$ cat config.mk
export PLATFORM = sky130hd
export DESIGN_NAME = uart_rx_core
export DESIGN_NICKNAME = d
export VERILOG_FILES = /design/src/rtl/uart_rx_pkg.sv /design/src/rtl/uart_rx_sampler.sv /design/src/rtl/uart_rx_core.sv
export SDC_FILE = /design/constraint.sdc
export NUM_CORES = 1
export LEC_CHECK = 0
export BUFFER_PORTS_ARGS = -buffer_cell sky130_fd_sc_hd__buf_4
export CAP_MARGIN = 20
export CELL_PAD_IN_SITES_DETAIL_PLACEMENT = 1
export CELL_PAD_IN_SITES_GLOBAL_PLACEMENT = 2
export CORE_MARGIN = 5
export CORE_UTILIZATION = 41
export CTS_BUF_LIST = sky130_fd_sc_hd__clkbuf_8
export CTS_CLUSTER_DIAMETER = 120
export CTS_CLUSTER_SIZE = 12
export DETAILED_ROUTE_END_ITERATION = 6
export GPL_TIMING_DRIVEN = 0
export PLACE_DENSITY = 0.86
export SLEW_MARGIN = 20
export SYNTH_ARGS = -nofsm -noshare
export SYNTH_HDL_FRONTEND = slang
export SYNTH_HIERARCHICAL = 1
export SYNTH_SLANG_ARGS = --single-unit
$ cat constraint.sdc
create_clock -name CLK -period 3.81 [get_ports CLK]
set_input_delay 0.5715 -clock CLK [delete_from_list [all_inputs] [get_ports CLK]]
set_output_delay 0.5715 -clock CLK [all_outputs]
set_load 0.01 [all_outputs]
$ cat src/rtl/uart_rx_pkg.sv
// uart_rx_pkg: FSM state type, sample-offset constants and the majority vote
// shared by the UART receive core and its bit sampler.
package uart_rx_pkg;

    typedef enum logic [2:0] {
        IDLE,
        START,
        DATA,
        PARITY,
        STOP
    } rx_state_e;

    // Sample taps relative to the bit centre (Prescale/2).
    localparam int SAMPLE_OFS_EARLY = -1;
    localparam int SAMPLE_OFS_MID   = 0;
    localparam int SAMPLE_OFS_LATE  = 1;
    // The voted bit is usable one edge after the late tap has been captured.
    localparam int READY_OFS        = 2;

    function automatic logic majority3(input logic a, input logic b, input logic c);
        return (a & b) | (a & c) | (b & c);
    endfunction

endpackage

$ cat src/rtl/uart_rx_sampler.sv
// uart_rx_sampler: per-bit edge counter, three-tap capture around the bit
// centre, majority output and the timing strobes used by the receive FSM.
module uart_rx_sampler #(
    parameter int PRESCALE_WIDTH = 6
) (
    input  logic                      CLK,
    input  logic                      RST,
    input  logic                      rx,
    input  logic                      active,
    input  logic                      restart,
    input  logic [PRESCALE_WIDTH-1:0] prescale,
    output logic                      bit_val,
    output logic                      sample_ready,
    output logic                      eval_strobe,
    output logic                      bit_end
);

    import uart_rx_pkg::*;

    logic [PRESCALE_WIDTH-1:0] edge_cnt_q;
    logic [PRESCALE_WIDTH-1:0] half;
    logic [PRESCALE_WIDTH-1:0] tap_early;
    logic [PRESCALE_WIDTH-1:0] tap_mid;
    logic [PRESCALE_WIDTH-1:0] tap_late;
    logic [PRESCALE_WIDTH-1:0] ready_edge;
    logic [PRESCALE_WIDTH-1:0] eval_edge;
    logic [PRESCALE_WIDTH-1:0] last_edge;
    logic [2:0]                taps_q;

    assign half       = prescale >> 1;
    assign tap_early  = half + PRESCALE_WIDTH'(SAMPLE_OFS_EARLY);
    assign tap_mid    = half + PRESCALE_WIDTH'(SAMPLE_OFS_MID);
    assign tap_late   = half + PRESCALE_WIDTH'(SAMPLE_OFS_LATE);
    assign ready_edge = half + PRESCALE_WIDTH'(READY_OFS);
    assign eval_edge  = prescale - PRESCALE_WIDTH'(2);
    assign last_edge  = prescale - PRESCALE_WIDTH'(1);

    // Edge counter: the restart cycle is edge 0, so the register restarts at 1.
    always_ff @(posedge CLK or negedge RST) begin
        // NOTE: non-blocking assignments so every flop updates from pre-edge values.
        if (!RST) begin
            edge_cnt_q <= '0;
        end else if (restart) begin
            edge_cnt_q <= PRESCALE_WIDTH'(1);
        end else if (!active || edge_cnt_q == last_edge) begin
            edge_cnt_q <= '0;
        end else begin
            edge_cnt_q <= edge_cnt_q + PRESCALE_WIDTH'(1);
        end
    end

    // Capture the line at the three taps around the bit centre.
    always_ff @(posedge CLK or negedge RST) begin
        if (!RST) begin
            taps_q <= 3'b111;
        end else if (active) begin
            if (edge_cnt_q == tap_early) taps_q[0] <= rx;
            if (edge_cnt_q == tap_mid)   taps_q[1] <= rx;
            if (edge_cnt_q == tap_late)  taps_q[2] <= rx;
        end
    end

    assign bit_val      = majority3(taps_q[0], taps_q[1], taps_q[2]);
    assign sample_ready = active && (edge_cnt_q == ready_edge);
    assign eval_strobe  = active && (edge_cnt_q == eval_edge);
    assign bit_end      = active && (edge_cnt_q == last_edge);

endmodule

$ cat src/rtl/uart_rx_core.sv
// uart_rx_core: oversampling UART receiver. Qualifies the start bit,
// deserializes DATA_WIDTH bits LSB first, optionally checks parity, checks
// the stop bit and reports the frame with exactly one one-cycle pulse.
// Outputs are registered one edge early so they are visible during the last
// oversampling cycle of the stop bit, with P_DATA already updated.
// Build option: define UART_RX_IN_SYNC_EN to insert a 2-flop synchronizer on
// RX_IN (adds 2 cycles to every latency).
module uart_rx_core #(
    parameter int DATA_WIDTH     = 8,
    parameter int PRESCALE_WIDTH = 6
) (
    input  logic                      CLK,
    input  logic                      RST,
    input  logic                      RX_IN,
    input  logic [PRESCALE_WIDTH-1:0] Prescale,
    input  logic                      PAR_EN,
    input  logic                      PAR_TYP,
    output logic [DATA_WIDTH-1:0]     P_DATA,
    output logic                      Data_Valid,
    output logic                      Par_Err,
    output logic                      Stp_Err
);

    import uart_rx_pkg::*;

    localparam int BIT_CNT_W = (DATA_WIDTH > 1) ? $clog2(DATA_WIDTH) : 1;

    rx_state_e                 state_q, state_d;
    logic                      rx_s;
    logic                      start_frame;
    logic                      active;
    logic                      bit_val;
    logic                      sample_ready;
    logic                      eval_strobe;
    logic                      bit_end;
    logic                      last_bit;
    logic [PRESCALE_WIDTH-1:0] cfg_prescale;
    logic                      cfg_par_en;
    logic                      cfg_par_typ;
    logic [BIT_CNT_W-1:0]      bit_cnt_q;
    logic [DATA_WIDTH-1:0]     shift_q;
    logic                      par_mis_q;

`ifdef UART_RX_IN_SYNC_EN
    logic [1:0] sync_q;

    // Two-flop synchronizer, reset to the idle line level.
    always_ff @(posedge CLK or negedge RST) begin
        if (!RST) sync_q <= 2'b11;
        else      sync_q <= {sync_q[0], RX_IN};
    end

    assign rx_s = sync_q[1];
`else
    assign rx_s = RX_IN;
`endif

    assign active   = (state_q != IDLE);
    assign last_bit = (bit_cnt_q == BIT_CNT_W'(DATA_WIDTH - 1));

    uart_rx_sampler #(
        .PRESCALE_WIDTH(PRESCALE_WIDTH)
    ) u_sampler (
        .CLK         (CLK),
        .RST         (RST),
        .rx          (rx_s),
        .active      (active),
        .restart     (start_frame),
        .prescale    (cfg_prescale),
        .bit_val     (bit_val),
        .sample_ready(sample_ready),
        .eval_strobe (eval_strobe),
        .bit_end     (bit_end)
    );

    // FSM state register.
    always_ff @(posedge CLK or negedge RST) begin
        if (!RST) state_q <= IDLE;
        else      state_q <= state_d;
    end

    // Next-state logic; a low line in IDLE or at the end of STOP opens a frame.
    always_comb begin
        // NOTE: defaults first so no path through the case leaves a latch.
        state_d     = state_q;
        start_frame = 1'b0;
        unique case (state_q)
            IDLE: begin
                if (!rx_s) begin
                    state_d     = START;
                    start_frame = 1'b1;
                end
            end
            START: begin
                if (sample_ready && bit_val) state_d = IDLE;
                else if (bit_end)            state_d = DATA;
            end
            DATA: begin
                if (bit_end && last_bit) state_d = cfg_par_en ? PARITY : STOP;
            end
            PARITY: begin
                if (bit_end) state_d = STOP;
            end
            STOP: begin
                if (bit_end) begin
                    if (!rx_s) begin
                        state_d     = START;
                        start_frame = 1'b1;
                    end else begin
                        state_d = IDLE;
                    end
                end
            end
            default: state_d = IDLE;
        endcase
    end

    // Config latch, deserializer, bit counter and parity mismatch flag.
    always_ff @(posedge CLK or negedge RST) begin
        if (!RST) begin
            cfg_prescale <= '0;
            cfg_par_en   <= 1'b0;
            cfg_par_typ  <= 1'b0;
            bit_cnt_q    <= '0;
            // NOTE: the shift register is small enough to reset; it keeps P_DATA loads defined.
            shift_q      <= '0;
            par_mis_q    <= 1'b0;
        end else begin
            if (start_frame) begin
                cfg_prescale <= Prescale;
                cfg_par_en   <= PAR_EN;
                cfg_par_typ  <= PAR_TYP;
                bit_cnt_q    <= '0;
                par_mis_q    <= 1'b0;
            end
            if (state_q == DATA && sample_ready) begin
                shift_q <= {bit_val, shift_q[DATA_WIDTH-1:1]};
            end
            if (state_q == DATA && bit_end) begin
                bit_cnt_q <= last_bit ? '0 : bit_cnt_q + BIT_CNT_W'(1);
            end
            if (state_q == PARITY && sample_ready) begin
                par_mis_q <= ((^shift_q) ^ cfg_par_typ) != bit_val;
            end
        end
    end

    // Frame verdict: one pulse, stop error over parity error over valid.
    always_ff @(posedge CLK or negedge RST) begin
        if (!RST) begin
            P_DATA     <= '0;
            Data_Valid <= 1'b0;
            Par_Err    <= 1'b0;
            Stp_Err    <= 1'b0;
        end else begin
            Data_Valid <= 1'b0;
            Par_Err    <= 1'b0;
            Stp_Err    <= 1'b0;
            if (state_q == STOP && eval_strobe) begin
                if (!bit_val) begin
                    Stp_Err <= 1'b1;
                end else if (par_mis_q) begin
                    Par_Err <= 1'b1;
                end else begin
                    Data_Valid <= 1'b1;
                    P_DATA     <= shift_q;
                end
            end
        end
    end

endmodule

# == Word level (Yosys, flattened, before mapping) ==
# Cells that the tools add are included.
# W data, S select, Z words.
# totals
regBits,43
inputBits,11
out_inout_bits,11
word_cells,94
# op_classes
n_addsub,7
n_eq_ne,17
mux,27
bitwise_logic,7
reduce_logical,21
# ops
cell,count
$eq A6 B6 Y1,5
$mux W3,10
$pmux W3 S5,1
$mux W1,13
$mux W6,2
$logic_and A1 B1 Y1,9
$ne A2 B2 Y1 const B,4
$reduce_xor A8 Y1,1
$add A5 B1 Y6 const B,1
$add A5 B2 Y6 const B,1
$add A5 B6 Y6 const B,1
$add A6 B1 Y6 const B,1
$eq A3 B2 Y1 const B,2
$eq A3 B3 Y1 const B,2
$eq A6 B5 Y1,1
$reduce_and A2 Y1,3
$sub A6 B1 Y6 const B,1
$sub A6 B2 Y6 const B,1
$reduce_and A5 Y1,1
$reduce_bool A2 Y1,2
$add A3 B1 Y3 const B,1
$and A1 B1 Y1,3
$eq A3 B1 Y1 const B,1
$logic_not A3 Y1,1
10 further kinds,11

# == Depth between registers and ports, before layout ==
# depth
word_depth,7
ltp_mapped,14
depth_no_buf,12

# == Cells and area by module ==
# Netlist, hierarchy kept.
# modules_own_cells
mod,n_inst,cells_per_inst,area_per_inst_um2,seq_area_each_um2
uart_rx_core,1,115,1584.0,850.8
uart_rx_sampler,1,139,1109.8,229.0

# == Worst setup path before layout ==
# Ideal clock, no wire load.
# synth_timing
path_kind,register -> register
start,reg cfg_prescale[1]
end,reg u_sampler.edge_cnt_q[2]
setup_ns,0.135
arrival_ns,2.502
t_required_ns,3.675
setup_slack_ns,1.173
stages_incl_launch_ff,14
n_path_buf,1
synth_period_minus_slack_ns,2.637
path_cell_list,dfrtp_1 -> inv_1 -> ha_1 -> nor3b_1 -> nand2_1 -> xor2_1 -> or3_1 -> nor2_1 -> o21ai_2 -> buf_6 -> inv_1 -> inv_1 -> o311ai_2 -> nor2_1
# synth_via
elab_chain_cells,6
elab_cells_between_ends,8
cone_classes,1 x add/sub; 1 x eq/ne; 4 x mux; 2 x reduce/logical
# synth_lines
item,line_no,rtl
start: declaration,uart_rx_core.sv:37,logic [PRESCALE_WIDTH-1:0] cfg_prescale;
start signal: assignment,uart_rx_core.sv:130,cfg_prescale <= Prescale;
$sub A6 B1 Y6,uart_rx_sampler.sv:36,assign last_edge = prescale - PRESCALE_WIDTH'(1);
$eq A6 B6 Y1,uart_rx_sampler.sv:66,assign bit_end = active && (edge_cnt_q == last_edge);
$logic_and A1 B1 Y1,uart_rx_sampler.sv:66,
named net bit_end,uart_rx_core.sv:35,logic bit_end;
$mux W1,uart_rx_core.sv:105,if (bit_end) begin
$pmux W1 S2,uart_rx_core.sv:87,unique case (state_q)
named net start_frame,uart_rx_core.sv:30,logic start_frame;
$mux W6,uart_rx_sampler.sv:43,end else if (restart) begin
end signal: assignment,uart_rx_sampler.sv:48,edge_cnt_q <= edge_cnt_q + PRESCALE_WIDTH'(1);
end: declaration,uart_rx_sampler.sv:20,logic [PRESCALE_WIDTH-1:0] edge_cnt_q;
# The timed path passes the listed nets, and every way through them passes these cells.
# A chain may end at the register's enable or synchronous reset.

# == Final worst setup path ==
# layout_timing
start,reg cfg_prescale[1]
end,reg u_sampler.edge_cnt_q[5]
# Same word-level chain as after synthesis.

==> results.py <==
metrics = {
    "yosys": {
        "synth_top_area_share_pct": 37.2,
        "synth_area_leaders": "dfrtp_1 37%, mux2_2 6.7%, xnor2_1 5.9%",
        "synth_cells": 254,
        "synth_edf_count": 0,
        "synth_flop_cell": "dfrtp_1",
        "async_reset_ff_share_pct": 100,
        "synth_common_cells": "40 x dfrtp_1, 18 x xnor2_1, 16 x inv_1, 16 x mux2_2, 16 x nand2_1",
        "synth_most_common_cell": "dfrtp_1",
        "ys_warn_count": 6,
        "syn_area_sq_um": 2690,
        "synth_nets": 275,
        "synthDistinctLibCells": 54,
        "syn_avg_cell_area_sq_um": 10.6,
        "ys_seq_area_share_pct": 40.1,
        "synth_top_cell_by_area": "dfrtp_1",
        "ys_ff_latch": 43,
    },
    "global_routing": {
        "grt_pass1_wl_mm": 10.1,
        "grt_max_degree": 44,
        "antenna_found_initial": 0,
        "grt.total_usage_pct": 14.8,
        "overflow": 0,
        "grt_pass1_vias": 1954,
    },
    "floorplanning": {
        "die_y_um": 91.1,
        "die_area_sq_um": 8290,
        "die_x_um": 91.1,
        "io_pins": 22,
        "core_area_sq_um": 6390,
        "rows": 29,
        "start_util_pct": 42.2,
    },
    "sta": {
        "setup_violations": 0,
        "tightest_slew_ps": 571,
        "period_share_pct": 87.4,
        "fin_skew_ps": 5.08,
        "timing.final.crit_period_ps": 3330,
        "hold_violations": 0,
        "max_clock_freq_mhz": 300,
        "setup_tns_ps": 0,
        "rsz0062_at_grt": "false",
        "slew_headroom_pct": 61.6,
        "report.final.slew_viol_count": 0,
    },
    "worst_setup_path": {
        "endpoint_kind": "flop",
        "cp.depth": 13,
        "crit_chain": "inv_1, ha_1, nor3b_1, nand2_1, xor2_1, or3_1, nor2_1, o21ai_2, buf_6, inv_1, inv_1, o311ai_2, nor2_1",
        "max_stage_delay_ps": 510,
        "worstSetupStartpointType": "flop",
        "worstSetupPathType": "reg -> reg",
        "critical_path.slowest_cell": "dfrtp_1",
        "crit_top_cell": "inv_1",
        "cpLargestDelayFamily": "simple AND/OR/NAND/NOR gates",
        "required_ps": 3970,
        "cp.arrival_ps": 3490,
        "crit_fanout": 10,
        "reg2regPathDepth": 13,
        "critPathBufInv": 4,
    },
    "power": {
        "p_per_area_nw_per_um2": 698,
        "leakagePower_nw": 1.46,
        "irDropWorstVdd_mv": 0.366,
    },
    "detailed_routing": {
        "dr.pass1.iters": 4,
        "finalWirelength_mm": 5.89,
        "dr_total_vias": 1910,
        "drc": 0,
        "vias_per_cell": 5.31,
        "drt_iter0_drc": 58,
        "drtAntennaViolNets": 0,
        "routedWlPerCell_um": 16.4,
    },
    "layout": {
        "nets": 303,
        "insertedDiodeCount": 0,
        "fin_area_sq_um": 3060,
        "syn_to_final_growth_pct": 13.6,
        "drive_gt1_share_pct": 26.5,
    },
    "placement": {
        "dpl_cell_area_sq_um": 2950,
        "dp_hpwl_mm": 4.38,
        "port_buffers": 21,
        "place.gp.congestion": 0.845,
    },
    "clock_tree": {
        "post_cts_resized": 0,
        "clk_latency_ps": 290,
        "cts_root_buf": "clkbuf_8",
        "numCtsBuffers": 5,
        "cts_tree": "done",
        "holdBufCountCts": 0,
        "cts_sinks": 43,
        "post_cts_buffers": 0,
        "cts_buffer_depth": 2,
        "clk_pin_slew_worst_paths_ps": 80,
        "htreeDepth": 2,
    },
    "hold_path": {
        "hp-class": "in -> async",
    },
    "flow_run": {
        "cap_violations": 0,
    },
    "run_status": {
        "status": "complete, no violations",
    },
}
[path summary, 6_finish.rpt]
path | slack, ps | endpoint | startpoint
worst max-delay path | 480 | u_sampler/edge_cnt_q[5]$_DFF_PN0_ | cfg_prescale[1]$_DFFE_PN0P_
worst min-delay path | 250 | u_sampler/edge_cnt_q[5]$_DFF_PN0_ | RST
worst max register to register | 480 | u_sampler/edge_cnt_q[5]$_DFF_PN0_ | cfg_prescale[1]$_DFFE_PN0P_
worst min register to register | 510 | cfg_prescale[5]$_DFFE_PN0P_ | cfg_prescale[5]$_DFFE_PN0P_
max in group asynchronous | 3180 | u_sampler/taps_q[1]$_DFFE_PN1P_ | RST
min in group CLK | 510 | cfg_prescale[5]$_DFFE_PN0P_ | cfg_prescale[5]$_DFFE_PN0P_
[kinds of logic (layout without fill, tap and decap cells)]
kind of cell	Yosys count	count (layout)	share of synthesized area (%)
buffers and inverters	28	57	5.53
flip-flops	43	43	40.1
adder cells (fa/ha/maj)	11	11	5.02
AND/OR/NAND/NOR	75	75	16.0
AO/OA/AOI/OAI	35	35	8.96
XOR/XNOR	34	34	11.6
multiplexers	28	28	12.8
[where the power goes]
group | internal, mW | switching (mW) | leakage [nW]
Sequential | 0.566 | 0.104 | 0.563
Clock | 0.195 | 0.159 | 0.0581
Combinational | 0.490 | 0.620 | 0.839
Total | 1.25 | 0.884 | 1.46
[cell type report]
| cell class | instances | area [sq um] |
|---|---|---|
| Fill cell | 730 | 3330 |
| Clock buffer | 5 | 68.8 |
| Inverter | 16 | 60.1 |
| Tap cell | 77 | 96.3 |
| Multi-Input combinational cell | 183 | 1470 |
| Clock inverter | 3 | 43.8 |
| Timing Repair Buffer | 21 | 158 |
| Sequential cell | 43 | 1080 |
| Buffer | 12 | 88.8 |
[per-stage QoR]
step | util (%) | total power [mW] | hold slack [ps] | std cells | setup slack, ps
after detailed placement | 46.2 | 1.79 | 494 | 352 | 486
after global routing | 47.9 | 2.31 | 296 | 360 | 171
after floorplan | - | 1.53 | 276 | 254 | 1170
after CTS | 47.9 | 2.16 | 267 | 360 | 454
final | 47.9 | 2.13 | 253 | 360 | 479
after global placement | 46.2 | 1.76 | 482 | 352 | 567
[per-layer routing]
metal	vias up	global-route usage, %	share of wire (%)
li1	941	-	-
met2	29	23.3	48
met3	6	2.98	2.6
met4	0	3.55	0.99
met1	934	20.9	48
met5	-	0	0
[sequential cells by signal, summed over array words and instances (netlist names), 3 cells and up]
| name | cells |
|---|---|
| state_q | 3 |
| bit_cnt_q | 3 |
| shift_q | 8 |
| cfg_prescale | 6 |
| u_sampler/edge_cnt_q | 6 |
| P_DATA | 8 |
| u_sampler/taps_q | 3 |
[layout by cell type (no fill, tap or decap), types with 2 or more instances in the layout]
cell type	n
dfrtp_1	40
buf_4	23
xnor2_1	18
inv_1	16
nand2_1	16
mux2_2	16
xor2_1	15
nor2_1	14
nand3_1	11
ha_1	10
mux2_4	8
a21oi_1	8
o21ai_0	8
clkbuf_8	5
buf_2	5
or3_1	5
buf_6	4
nand2b_1	4
mux2_1	4
nor3_1	4
and3_1	3
nand4_1	3
dfstp_2	3
o2111ai_1	2
o31ai_1	2
o22ai_1	2
nor4_1	2
o211ai_1	2
Power figures use the tool's default switching activity.
